===== src/rtl/multicycle_control_if.sv =====
// Control bundle between the multicycle controller and its datapath.
// master = controller side, slave = datapath side.
interface multicycle_control_if;
    logic [5:0] opcode;
    logic       mem_ready;
    logic       pc_write;
    logic       pc_write_cond;
    logic       i_or_d;
    logic       mem_read;
    logic       mem_write;
    logic       ir_write;
    logic       reg_dst;
    logic       mem_to_reg;
    logic       reg_write;
    logic       alu_src_a;
    logic [1:0] alu_src_b;
    logic [1:0] pc_src;
    logic [1:0] alu_op;
    logic       illegal_op;
    logic [3:0] state;

    modport master (
        input  opcode, mem_ready,
        output pc_write, pc_write_cond, i_or_d, mem_read, mem_write, ir_write,
               reg_dst, mem_to_reg, reg_write, alu_src_a, alu_src_b, pc_src,
               alu_op, illegal_op, state
    );

    modport slave (
        output opcode, mem_ready,
        input  pc_write, pc_write_cond, i_or_d, mem_read, mem_write, ir_write,
               reg_dst, mem_to_reg, reg_write, alu_src_a, alu_src_b, pc_src,
               alu_op, illegal_op, state
    );
endinterface


===== src/rtl/multicycle_control.sv =====
// Moore-style main controller for a multicycle MIPS subset (lw, sw, R-type, beq, addi, j).
// Outputs decode from the state register; strobes are suppressed while rst is high.
module multicycle_control (
    input  logic                        clk,
    input  logic                        rst,
    multicycle_control_if.master        ctl
);

    typedef enum logic [3:0] {
        FETCH    = 4'd0,
        DECODE   = 4'd1,
        MEMADR   = 4'd2,
        MEMREAD  = 4'd3,
        MEMWB    = 4'd4,
        MEMWRITE = 4'd5,
        EXECUTE  = 4'd6,
        ALUWB    = 4'd7,
        BRANCH   = 4'd8,
        ADDIEX   = 4'd9,
        ADDIWB   = 4'd10,
        JUMP     = 4'd11
    } state_t;

    localparam logic [5:0] OP_RTYPE = 6'b000000;
    localparam logic [5:0] OP_LW    = 6'b100011;
    localparam logic [5:0] OP_SW    = 6'b101011;
    localparam logic [5:0] OP_BEQ   = 6'b000100;
    localparam logic [5:0] OP_ADDI  = 6'b001000;
    localparam logic [5:0] OP_J     = 6'b000010;

    state_t state_q;

    // NOTE: sequential state uses non-blocking assignments so every flop samples pre-edge values.
    always_ff @(posedge clk) begin
        if (rst) begin
            state_q <= FETCH;
        end else begin
            case (state_q)
                FETCH:    if (ctl.mem_ready) state_q <= DECODE;
                DECODE: begin
                    case (ctl.opcode)
                        OP_LW, OP_SW: state_q <= MEMADR;
                        OP_RTYPE:     state_q <= EXECUTE;
                        OP_BEQ:       state_q <= BRANCH;
                        OP_ADDI:      state_q <= ADDIEX;
                        OP_J:         state_q <= JUMP;
                        default:      state_q <= FETCH;
                    endcase
                end
                MEMADR:   state_q <= (ctl.opcode == OP_SW) ? MEMWRITE : MEMREAD;
                MEMREAD:  if (ctl.mem_ready) state_q <= MEMWB;
                MEMWRITE: if (ctl.mem_ready) state_q <= FETCH;
                EXECUTE:  state_q <= ALUWB;
                BRANCH:   state_q <= FETCH;
                ADDIEX:   state_q <= ADDIWB;
                JUMP:     state_q <= FETCH;
                default:  state_q <= FETCH;  // MEMWB, ALUWB, ADDIWB and the unused codes 12-15
            endcase
        end
    end

    logic pc_write, pc_write_cond, mem_read, mem_write, ir_write, reg_write, illegal_op;

    // NOTE: every output gets a default first so no path through the case infers a latch.
    always_comb begin
        pc_write          = 1'b0;
        pc_write_cond     = 1'b0;
        mem_read          = 1'b0;
        mem_write         = 1'b0;
        ir_write          = 1'b0;
        reg_write         = 1'b0;
        illegal_op        = 1'b0;
        ctl.i_or_d        = 1'b0;
        ctl.reg_dst       = 1'b0;
        ctl.mem_to_reg    = 1'b0;
        ctl.alu_src_a     = 1'b0;
        ctl.alu_src_b     = 2'b00;
        ctl.pc_src        = 2'b00;
        ctl.alu_op        = 2'b00;
        case (state_q)
            FETCH: begin
                mem_read      = 1'b1;
                ctl.alu_src_b = 2'b01;
                ctl.alu_op    = 2'b01;
                ir_write      = ctl.mem_ready;
                pc_write      = ctl.mem_ready;
            end
            DECODE: begin
                ctl.alu_src_b = 2'b11;
                ctl.alu_op    = 2'b01;
                case (ctl.opcode)
                    OP_LW, OP_SW, OP_RTYPE, OP_BEQ, OP_ADDI, OP_J: illegal_op = 1'b0;
                    default:                                      illegal_op = 1'b1;
                endcase
            end
            MEMADR, ADDIEX: begin
                ctl.alu_src_a = 1'b1;
                ctl.alu_src_b = 2'b10;
                ctl.alu_op    = 2'b01;
            end
            MEMREAD: begin
                ctl.i_or_d = 1'b1;
                mem_read   = 1'b1;
            end
            MEMWB: begin
                ctl.mem_to_reg = 1'b1;
                reg_write      = 1'b1;
            end
            MEMWRITE: begin
                ctl.i_or_d = 1'b1;
                mem_write  = 1'b1;
            end
            EXECUTE: ctl.alu_src_a = 1'b1;
            ALUWB: begin
                ctl.reg_dst = 1'b1;
                reg_write   = 1'b1;
            end
            BRANCH: begin
                ctl.alu_src_a = 1'b1;
                ctl.alu_op    = 2'b10;
                ctl.pc_src    = 2'b01;
                pc_write_cond = 1'b1;
            end
            ADDIWB: reg_write = 1'b1;
            JUMP: begin
                pc_write   = 1'b1;
                ctl.pc_src = 2'b10;
            end
            default: ;
        endcase
    end

    // Strobes are held low for the whole reset cycle, even mid-wait in a memory state.
    assign ctl.pc_write      = pc_write      & ~rst;
    assign ctl.pc_write_cond = pc_write_cond & ~rst;
    assign ctl.mem_read      = mem_read      & ~rst;
    assign ctl.mem_write     = mem_write     & ~rst;
    assign ctl.ir_write      = ir_write      & ~rst;
    assign ctl.reg_write     = reg_write     & ~rst;
    assign ctl.illegal_op    = illegal_op    & ~rst;
    assign ctl.state         = state_q;

endmodule

===== src/flat_wrapper.sv =====
// flat-port wrapper written by rule: the top's interface ports become plain ports
module multicycle_control_flat 
  (clk, rst, ctl_opcode, ctl_mem_ready, ctl_pc_write, ctl_pc_write_cond, ctl_i_or_d, ctl_mem_read, ctl_mem_write, ctl_ir_write, ctl_reg_dst, ctl_mem_to_reg, ctl_reg_write, ctl_alu_src_a, ctl_alu_src_b, ctl_pc_src, ctl_alu_op, ctl_illegal_op, ctl_state);
  multicycle_control_if ctl_i ();
  input  logic clk;
  input  logic rst;
  input wire logic [$bits(ctl_i.opcode)-1:0] ctl_opcode;
  input wire logic [$bits(ctl_i.mem_ready)-1:0] ctl_mem_ready;
  output wire logic [$bits(ctl_i.pc_write)-1:0] ctl_pc_write;
  output wire logic [$bits(ctl_i.pc_write_cond)-1:0] ctl_pc_write_cond;
  output wire logic [$bits(ctl_i.i_or_d)-1:0] ctl_i_or_d;
  output wire logic [$bits(ctl_i.mem_read)-1:0] ctl_mem_read;
  output wire logic [$bits(ctl_i.mem_write)-1:0] ctl_mem_write;
  output wire logic [$bits(ctl_i.ir_write)-1:0] ctl_ir_write;
  output wire logic [$bits(ctl_i.reg_dst)-1:0] ctl_reg_dst;
  output wire logic [$bits(ctl_i.mem_to_reg)-1:0] ctl_mem_to_reg;
  output wire logic [$bits(ctl_i.reg_write)-1:0] ctl_reg_write;
  output wire logic [$bits(ctl_i.alu_src_a)-1:0] ctl_alu_src_a;
  output wire logic [$bits(ctl_i.alu_src_b)-1:0] ctl_alu_src_b;
  output wire logic [$bits(ctl_i.pc_src)-1:0] ctl_pc_src;
  output wire logic [$bits(ctl_i.alu_op)-1:0] ctl_alu_op;
  output wire logic [$bits(ctl_i.illegal_op)-1:0] ctl_illegal_op;
  output wire logic [$bits(ctl_i.state)-1:0] ctl_state;
  assign ctl_i.opcode = ctl_opcode;
  assign ctl_i.mem_ready = ctl_mem_ready;
  assign ctl_pc_write = ctl_i.pc_write;
  assign ctl_pc_write_cond = ctl_i.pc_write_cond;
  assign ctl_i_or_d = ctl_i.i_or_d;
  assign ctl_mem_read = ctl_i.mem_read;
  assign ctl_mem_write = ctl_i.mem_write;
  assign ctl_ir_write = ctl_i.ir_write;
  assign ctl_reg_dst = ctl_i.reg_dst;
  assign ctl_mem_to_reg = ctl_i.mem_to_reg;
  assign ctl_reg_write = ctl_i.reg_write;
  assign ctl_alu_src_a = ctl_i.alu_src_a;
  assign ctl_alu_src_b = ctl_i.alu_src_b;
  assign ctl_pc_src = ctl_i.pc_src;
  assign ctl_alu_op = ctl_i.alu_op;
  assign ctl_illegal_op = ctl_i.illegal_op;
  assign ctl_state = ctl_i.state;
  multicycle_control u_core (.clk(clk), .rst(rst), .ctl(ctl_i));
endmodule

===== config.mk =====
export PLATFORM = sky130hd
export DESIGN_NAME = multicycle_control_flat
export DESIGN_NICKNAME = d
export VERILOG_FILES = /design/src/rtl/multicycle_control_if.sv /design/src/rtl/multicycle_control.sv /design/src/flat_wrapper.sv
export SDC_FILE = /design/constraint.sdc
export NUM_CORES = 1
export LEC_CHECK = 0
export ABC_CLOCK_PERIOD_IN_PS = 2400
export CORE_MARGIN = 2
export CORE_UTILIZATION = 30
export CTS_CLUSTER_DIAMETER = 50
export DETAILED_ROUTE_END_ITERATION = 8
export RECOVER_POWER = 25
export SKIP_LAST_GASP = 1
export SLEW_MARGIN = 10
export SYNTH_ARGS = -nofsm -noshare
export SYNTH_HDL_FRONTEND = slang
export SYNTH_SLANG_ARGS = --single-unit

===== constraint.sdc =====
create_clock -name clk -period 2.4 [get_ports clk]
set_input_delay 0.72 -clock clk [delete_from_list [all_inputs] [get_ports clk]]
set_output_delay 0.72 -clock clk [all_outputs]
set_load 0.02 [all_outputs]

After elaboration in Yosys (flattened, before gate mapping) --
Index checks and enable logic that the tools add are counted.
Storage, ports and cells: flip-flop bits (word level) 4, word-level logic and storage cells 60
Cells by class: equal/unequal tests 19, muxes and demuxes 21, bitwise logic cells 8, reduce and logical (&&, ||, !) cells 11
Operator list (count):
- 4-bit case mux with 7 select lines | 1
- 4-bit case mux with 5 select lines | 1
- 4-bit by 3-bit == test with 1-bit output, second input constant | 4
- 4-bit == test, second input constant | 4
- 6-bit == test, second input constant | 2
- 4-bit two-way mux | 3
- 1-bit two-way mux | 11
- 4-bit by 2-bit == test with 1-bit output, second input constant | 2
- 2-bit case mux with 2 select lines | 2
- 2-bit OR reduction | 4
- 4-bit OR reduction | 2
- 1-bit bitwise AND | 7
- 6-bit by 2-bit == test with 1-bit output, second input constant | 1
- 6-bit by 3-bit == test with 1-bit output, second input constant | 1
- 6-bit by 4-bit == test with 1-bit output, second input constant | 1
- 6-bit logical NOT | 1
- 2-bit != test, second input constant | 3
- 2-bit case mux with 3 select lines | 1
- 6-bit OR reduction | 1
- 4-bit by 1-bit == test with 1-bit output, second input constant | 1
- 4-bit logical NOT | 1
- 3-bit two-way mux | 1
- 3-bit AND reduction | 1
- 3-bit OR reduction | 1
- other kinds (2) | 2

Logic depth before layout (Yosys ltp) --
depth in word-level cells 5, gate-level depth with buffers 5, depth with buffers taken out 4

Worst setup path after synthesis --
No wires, ideal clock.
path kind in2out, start in rst, end out ctl_illegal_op, arrival 1700 ps, setup slack -20 ps, stages 3, buffers on the path 1, cell sequence buf_2 or4_4 a221oi_2
Between the ends: cells in the longest elaborated chain, start to end 2
RTL lines:
- start, declared | RTL line flat_wrapper.sv:6 | input logic rst;
- 1-bit NOT | RTL line multicycle_control.sv:140 | assign ctl.illegal_op = illegal_op & ~rst;
- 1-bit bitwise AND | RTL line multicycle_control.sv:140
- end, declared | RTL line flat_wrapper.sv:22 | output wire logic [$bits(ctl_i.illegal_op)-1:0] ctl_illegal_op;
Every way passes these cells.

Final worst setup path --
Same ends and word-level chain as after synthesis.

==> flow_summary.ini <==
[outcome]
status = finished, final reports clean

[critical_path]
cp_slowest_cell = or4_4
critPathCaptureType = output port
path_cells = buf_2 > or4_4 > a221oi_4 > buf_6
worstPathRequired_ps = 1680
cp_top_family = simple AND/OR/NAND/NOR gates
cp.arrival_ps = 1630
crit_path_start_kind = input port
worstSetupPathType = in -> out
slowest_delay_ps = 440
crit_buf_inv = 2
path_max_fanout = 2

[layout]
synthToLayoutAreaGrowth_pct = 85.22
fin_area_mm2 = 0.001003
mostFrequentLayoutCells = buf_4, dlygate4sd2_1, nor3_1, nor2_1, nand2_1
drive_gt1_frac = 0.2756
fillers = 174
multiInputGateArea_um2 = 419.2
n_antenna_cell = 0
fin_nets = 138
final_common_cell = buf_4
fin_cells = 152
largest_register_ffs = 4
fin_util = 0.5875
seq_area_um2 = 80.08

[clocking]
clk_pin_slew_ps = 50
cts-root-buf = clkbuf_4
clk_latency_ps = 240
h-tree-depth = 1
cts_num_sinks = 4
cts_made_buffers = 3
clockBufferDepth = 2
cts_tree = built

[die]
dieArea_mm2 = 0.002162
core_mm2 = 0.001708
rows = 15
fp.dieW_um = 46.50
start_util = 0.3172
dieHeight_um = 46.50
ios = 30

[sta]
rsz0062_at_grt = no
finClkSkew_ps = 10.31
fin_crit_sh = 0.9777
maxSlewHeadroom = 0.7486
fin_hold_ws_ps = 685.8
fin_setup_tns_ps = 0
hold_viol_final = 0
fin_crit_ps = 2347
worst_slew_pin_slew_ps = 373.6
setup_violations = 0
slew_viol_final = 0
timing.final.ws_setup_ps = 53.41
max_freq_ghz = 0.4262

[grt]
grt_pass1_vias = 690
antenna_found_initial = 0
grt_pass1_wl_mm = 3.077
grt_usage = 0.2045
grt_max_degree = 18
grt_overflow_total = 0

[logic_synthesis]
syn_nets = 91
synth_area_per_cell_um2 = 6.607
async_flop_share = 0
syn_area_um2 = 541.8
yosysSeqAreaShare = 0.1478
synthCells = 82
yosysUniqueCellTypes = 33
ys_ff_latch = 4
synth_ff_type = dfxtp_1
ys_warn_count = 0
synth_enable_flop_cells = 0

[route]
drt-initial-drc-count = 29
wl_per_cell_um = 12.59
vias = 800
wl_mm = 1.913
dr.pass1.iters = 4
drc_errors = 0
postRouteAntennaNets = 0
vias_per_cell = 5.263

[pwr]
combPwrFrac = 0.403
swShare = 0.3282
seq_power_share = 0.259
power.switching_uw = 88.08
internal-power_uw = 180.3
p_clk_frac = 0.337
peakVddDrop_v = 0.0002598
p_leak_nw = 0.5082
powerDensity_mw_per_mm2 = 267.4
total_power_uw = 268.4

[placed_design]
post-place-ws_ps = -814.8
placed_cell_area_um2 = 983.4
dpl.cell_count = 148
hpwlAfterDp_mm = 1.434
gp_congestion = 0.8250
port_buffers = 29

[hold_path]
hold_class = reg -> reg

[job]
maxCapViolCount = 0
==> Yosys cell counts (all sizes together), types with 2 or more instances <==
| library cell | n | area [µm²] |
|---|---|---|
| a21oi | 4 | 20.02 |
| and3 | 4 | 25.02 |
| buf | 7 | 40.03 |
| clkbuf | 2 | 8.750 |
| dfxtp | 4 | 80.08 |
| inv | 2 | 7.510 |
| nand2 | 8 | 30.03 |
| nand2b | 4 | 32.53 |
| nand3 | 2 | 10.01 |
| nor2 | 9 | 33.78 |
| nor3 | 9 | 45.04 |
| nor4 | 4 | 31.28 |
| o21ai | 5 | 25.02 |
| xor2 | 3 | 26.28 |
==> metal layers <==
| metal | share of wire | vias to the layer above | GRT usage | wire length [µm] |
|---|---|---|---|---|
| li1 | - | 392 | - | - |
| met1 | 0.39 | 373 | 0.2222 | 746 |
| met2 | 0.53 | 35 | 0.3528 | 1013 |
| met3 | 0.080 | 0 | 0.08235 | 153 |
| met4 | 0 | 0 | 0.07429 | 0 |
| met5 | 0 | - | 0 | 0 |
==> cell families after synthesis <==
logic type | after synthesis | share of synthesized area
DFF | 4 | 0.1478
buffers and inverters | 11 | 0.1039
AOI/OAI and AO/OA | 19 | 0.2471
and+or+nand+nor | 45 | 0.4527
xor gates and xnor gates | 3 | 0.04851
==> power groups by stage <==
stage / combinational (mW) / clock (mW) / sequential (mW)
5_1_grt: 0.117 / 0.103 / 0.0697
4_1_cts: 0.109 / 0.0911 / 0.0697
3_3_place_gp: 0.109 / 0 / 0.0706
3_5_place_dp: 0.110 / 0 / 0.0709
2_1_floorplan: 0.0471 / 0 / 0.0720
6_report: 0.108 / 0.0905 / 0.0696
==> path summary, 6_finish.rpt <==
path                             from                   to  slack (ps)  cells after the start
setup reg to reg  u_core.ctl.state[0]  u_core.ctl.state[2]        1050                      6
hold reg to reg   u_core.ctl.state[1]  u_core.ctl.state[1]         690                      3
setup / recovery                  rst       ctl_illegal_op          50                      4
hold / removal    u_core.ctl.state[1]  u_core.ctl.state[1]         690                      3
==> worst min-delay path, stage by stage, from the launching register on <==
cell and delay, ps:
dfxtp_1 320, buf_4 190, nand2_1 70, o21bai_1 60
==> what timing repair did <==
item,in CTS,in global routing
hold buffers,0,0
pin swaps,1,1
resized for setup,35,12
setup buffers,1,0
endpoints found under the hold margin,0,0
setup endpoints to repair,16,6
==> cell type report <==
| cell class | instances | area share |
|---|---|---|
| repair buffers | 51 | 0.4414 |
| inverters | 2 | 0.007481 |
| well taps | 25 | 0.03117 |
| multi-input cells | 67 | 0.4177 |
| flip-flops and latches | 4 | 0.07980 |
| clock buffers | 3 | 0.02244 |
Power figures use the tool's default switching activity.
